`config.mk`:
```
export PLATFORM = sky130hd
export DESIGN_NAME = apb_converter
export DESIGN_NICKNAME = d
export VERILOG_FILES = /design/src/rtl/apb_converter.sv
export SDC_FILE = /design/constraint.sdc
export NUM_CORES = 1
export LEC_CHECK = 0
export CAP_MARGIN = 20
export CELL_PAD_IN_SITES_DETAIL_PLACEMENT = 0
export CELL_PAD_IN_SITES_GLOBAL_PLACEMENT = 1
export CORE_MARGIN = 3
export CORE_UTILIZATION = 30
export DETAILED_ROUTE_END_ITERATION = 10
export GPL_TIMING_DRIVEN = 0
export PLACE_DENSITY = 0.91
export SYNTH_ARGS = -nofsm -noshare
export SYNTH_HDL_FRONTEND = slang
export SYNTH_SLANG_ARGS = --single-unit
```
`constraint.sdc`:
```
create_clock -name PCLK -period 3.5 [get_ports PCLK]
set_input_delay 1.05 -clock PCLK [delete_from_list [all_inputs] [get_ports PCLK]]
set_output_delay 1.05 -clock PCLK [all_outputs]
set_load 0.01 [all_outputs]
```
`src/rtl/apb_converter.sv`:
```
// apb_converter: APB3 width bridge, splitting each upstream transfer into N narrower downstream transfers.
// The lowest-addressed byte travels in the most significant byte lane of each bus.
module apb_converter #(
    parameter int ADDRM_WIDTH = 13,
    parameter int DATAM_WIDTH = 32,
    parameter int ADDRS_WIDTH = 13,
    parameter int DATAS_WIDTH = 32
) (
    input  logic                   PCLK,
    input  logic                   PRESET,
    input  logic                   in_PSEL,
    input  logic                   in_PENABLE,
    input  logic                   in_PWRITE,
    input  logic [ADDRM_WIDTH-1:0] in_PADDR,
    input  logic [DATAM_WIDTH-1:0] in_PWDATA,
    output logic [DATAM_WIDTH-1:0] in_PRDATA,
    output logic                   in_PREADY,
    output logic                   in_PSLVERR,
    output logic                   out_PSEL,
    output logic                   out_PENABLE,
    output logic                   out_PWRITE,
    output logic [ADDRS_WIDTH-1:0] out_PADDR,
    output logic [DATAS_WIDTH-1:0] out_PWDATA,
    input  logic [DATAS_WIDTH-1:0] out_PRDATA,
    input  logic                   out_PREADY,
    input  logic                   out_PSLVERR
);
    localparam int N  = DATAM_WIDTH / DATAS_WIDTH;
    localparam int KW = N > 1 ? $clog2(N) : 1;
    localparam int SB = DATAS_WIDTH / 8;

    typedef enum logic [1:0] {IDLE, SETUP, ACCESS, DONE} state_t;

    state_t                 state, state_nx;
    logic [ADDRM_WIDTH-1:0] addr_q;
    logic                   write_q;
    logic [DATAM_WIDTH-1:0] wdata_q, rdata_q, ins, mask;
    logic [KW-1:0]          k;
    logic                   err, last, start;
    int                     sh_r;

    assign start = state == IDLE && in_PSEL && !in_PENABLE;
    assign last  = int'(k) == N - 1;
    // Slice k sits (N-1-k) slices up from bit 0
    assign sh_r  = (N - 1 - int'(k)) * DATAS_WIDTH;
    assign ins   = DATAM_WIDTH'(out_PRDATA) << sh_r;
    assign mask  = DATAM_WIDTH'({DATAS_WIDTH{1'b1}}) << sh_r;

    always_comb begin
        state_nx = state;
        case (state)
            IDLE:    state_nx = start ? SETUP : IDLE;
            SETUP:   state_nx = ACCESS;
            ACCESS:  state_nx = !out_PREADY ? ACCESS : (out_PSLVERR || last) ? DONE : SETUP;
            default: state_nx = IDLE;
        endcase
    end

    always_ff @(posedge PCLK) begin
        if (PRESET) begin
            state   <= IDLE;
            addr_q  <= '0;
            write_q <= 1'b0;
            wdata_q <= '0;
            rdata_q <= '0;
            k       <= '0;
            err     <= 1'b0;
        end else begin
            state <= state_nx;
            if (start) begin
                addr_q  <= in_PADDR;
                write_q <= in_PWRITE;
                wdata_q <= in_PWDATA;
                k       <= '0;
                err     <= 1'b0;
            end
            if (state == ACCESS && out_PREADY) begin
                if (!write_q) rdata_q <= (rdata_q & ~mask) | ins;
                err <= err | out_PSLVERR;
                if (!out_PSLVERR && !last) k <= k + 1'b1;
            end
        end
    end

    assign out_PSEL    = state == SETUP || state == ACCESS;
    assign out_PENABLE = state == ACCESS;
    assign out_PWRITE  = write_q;
    assign out_PADDR   = ADDRS_WIDTH'(addr_q) + ADDRS_WIDTH'(int'(k) * SB);
    assign out_PWDATA  = DATAS_WIDTH'(wdata_q >> sh_r);
    assign in_PREADY   = state == DONE;
    assign in_PSLVERR  = state == DONE && err;
    assign in_PRDATA   = rdata_q;
endmodule

```
==> impl_results.md <==
- Status: finished clean
- Cell variety after synth: 29
- Area of the die: between 10000 and 15000 sq um
- Synth async-reset ratio: 0
- Cells after synthesis: 423
- Switching share of power: 0.221
- DP Wirelength: approximately 7700 microns
- Pin count of the biggest net entering global routing: 14
- Synth area leaders: dfxtp_1 (49%), nand2_1 (18%), a21oi_1 (11%)
- Leakage: around 0.0020 uW
- Crit path depth: 5
- DR iter-0 viols: 136
- Total CTS buffers: 9
- RSZ-0062 raised after global routing: false
- Critical Path RT: ~2.5 ns
- Vias in the first global route: around 3200
- Area leader, netlist: dfxtp_1
- Overall routed net length: roughly 10000 microns
- Sequential fraction of the synthesis area: 0.485
- First-pass GRT wire length: about 16000 microns
- Startpoint Class: flip-flop
- Filler Cell Count: 1046
- WL met1: approximately 4400 microns
- Die Ht: around 110 microns
- Worst Tran Pin Value: approximately 0.56 ns
- FF-to-FF path depth: 7
- Grt ovf: 0
- Synthesized area per cell: around 8 sq um
- Metal2 WL: about 5000 microns
- Flop pwr share: 0.434
- Dpl ws: 0.461 ns
- Top_reg_cell synth: dfxtp_1
- TritonCTS Sinks: slightly above 80
- Uppermost layer routed: met4
- Initial antenna violation count: 0
- Combinational group share of total power: 0.143
- CTS tree: done
- Fin crit share: 0.938
- Count leader, synth: nand2_1
- 1st-pass router iterations: 4
- Initial Util: 0.309
- Total of max-cap violations: 0
- Fin cells: about 740
- Post-Place Cells: just over 700
- Max VDD drop: ~0.25 mV
- # setup viols final: 0
- Total track usage: 0.156
- Die width: 112 microns
- Final Cell Area: between 5000 and 6000 sq um
- Met3 wire length: around 550 microns
- Reg2Reg Launch Point: state[0]
- Slew HR: 0.624
- Diode count: 0
- Flip-flop and latch count after synthesis: 82
- Worst hold slack: between 0.4 and 0.5 ns
- Hold crit path type: reg2reg
- Final ANT Viol Nets: 0
- Share of cells above drive strength 1: 0.0782
- Worst Path Class, Setup: reg2out
- Psw: between 500 and 600 uW
- Post-CTS setup buffer count: 0
- Worst Setup SP: k
- Min cycle time layout: roughly 3.3 ns
- Avg WL per Cell: 13.5 microns
- Via count: between 3000 and 4000
- Clock skew: 0.00710 ns
- CTS max path bufs: 2
- Top Family by Delay on Critical Path: buffers and inverters
- Hold path depth: 2
- Final WS setup: between 0.2 and 0.25 ns
- CORE AREA: approximately 11000 sq um
- Cells along the critical path: ha_1, ha_1, nand4_1, xnor2_1, clkdlybuf4s50_1
- Max Slew Vio Count: 0
- Fmax: 0.305 GHz
- P_int: roughly 1800 uW
- Crit end category: primary output
- Clk pwr share: 0.423
- DR vias/cell: 4.52
- Root Buffer: clkbuf_16
- Final Net Count: roughly 690
- TNS Setup: 0 ns
- Clock Latency Late Sink: 0.33 ns
- Core Rows: 38
- Clock H-tree levels: 3
- Routability cong.: about 0.83
- Port Buf Inserts: roughly 160
- Worst setup path end: out_PADDR[12]
- Reg2reg setup slack: 1.90 ns
- Syn-to-layout area delta: 62.8%
- CP most frequent cell: ha_1
- Slowest-stage cell, CP: clkdlybuf4s50_1
- Yosys top cell area share: 0.485
- Yosys warnings: 0
- Flip-flop and latch area: about 1600 sq um
- Worst-path maximum fanout: 10
- Worst-path clk slew: 0.06 ns
- Commonest cells post-synth: nand2_1 (160), dfxtp_1 (82), a21oi_1 (71), nor2b_1 (30)
- Dpl cell area: roughly 5200 sq um
- DRC: 0
- Buf+Inv Stages, Crit Path: 1
- Pwr/cell area: around 410 nW/um^2
- Max stage delay on crit path: 0.57 ns
- Post-Syn Area: 3380 sq um
- Hold Violations, Final: 0
- Arr. time, crit path: around 2.2 ns
- Num ports: 166
- Syn Nets: 512
- Post-synth EDFFs: 0
- Multi-input gate area: 1530 sq um
[cell families after synthesis]
group,after synthesis,synth area share
AO/OA/AOI/OAI,82,0.133
AND/OR/NAND/NOR,211,0.278
XOR/XNOR,9,0.0233
flip-flops,82,0.485
buffers and inverters,34,0.0614
adder cells (fa/ha/maj),5,0.0185
[through the flow]
step	utilization	power (uW)
floorplan	-	1140
global placement	0.475	1340
detailed placement	0.475	1340
CTS	0.503	2320
global route	0.504	2390
finish	0.504	2280
[layout make-up]
type	instances	area share
inverters	2	0.00136
well taps	140	0.0318
plain buffers	32	0.0364
repair buffers	164	0.298
multi-input cells	307	0.278
clock buffers	9	0.0409
clock inverters	5	0.0148
flip-flops and latches	82	0.298
[placed cells by master (no fill, tap or decap), types with 3 or more instances in the layout]
| cell type | count |
|---|---|
| a21oi_2 | 10 |
| clkbuf_1 | 10 |
| nand3_1 | 3 |
| buf_4 | 4 |
| buf_2 | 10 |
| clkbuf_16 | 9 |
| dlygate4sd1_1 | 3 |
| nand4_1 | 4 |
| dfxtp_1 | 81 |
| clkbuf_8 | 3 |
| nand2_1 | 160 |
| nor2b_1 | 30 |
| a21oi_1 | 71 |
| ha_1 | 5 |
| xnor2_1 | 7 |
| clkdlybuf4s50_1 | 164 |
[how the worst min path moves through the flow]
stage	startpoint	endpoint	slack (ns)
6_report	wdata_q[19]	wdata_q[19]	0.45
5_1_grt	flip-flop	flip-flop	0.47
4_1_cts	wdata_q[25]	wdata_q[25]	0.45
3_5_place_dp	wdata_q[25]	wdata_q[25]	0.44
3_3_place_gp	wdata_q[11]	wdata_q[11]	0.44
2_1_floorplan	wdata_q[0]	wdata_q[0]	0.43
[worst min-delay path: cells and delay by family (launching register included)]
kind | cells | cell delay (ns)
AOI/OAI and AO/OA | 1 | 0.05
DFF | 1 | 0.30
and+or+nand+nor | 1 | 0.05
[power by group through the flow]
stage                     clock network (uW)  logic, uW  registers, uW
after global routing                    1040        355            995
after CTS                                997        332            991
after detailed placement                   0        329           1010
after global placement                     0        326           1010
after floorplan                            0        129           1010
final                                    967        326            991
[routing by layer]
layer	track usage	vias to the layer above
li1	-	1714
met1	0.198	1523
met2	0.261	99
met3	0.0350	11
met4	0.0521	0
met5	0	-
[timing repair]
item                                    4_1_cts  5_1_grt
endpoints found under the setup margin        0        2
endpoints found under the hold margin         0        0
hold buffers                                  0        0
gates resized for setup                       0        1
(Power assumes the default switching activity.)
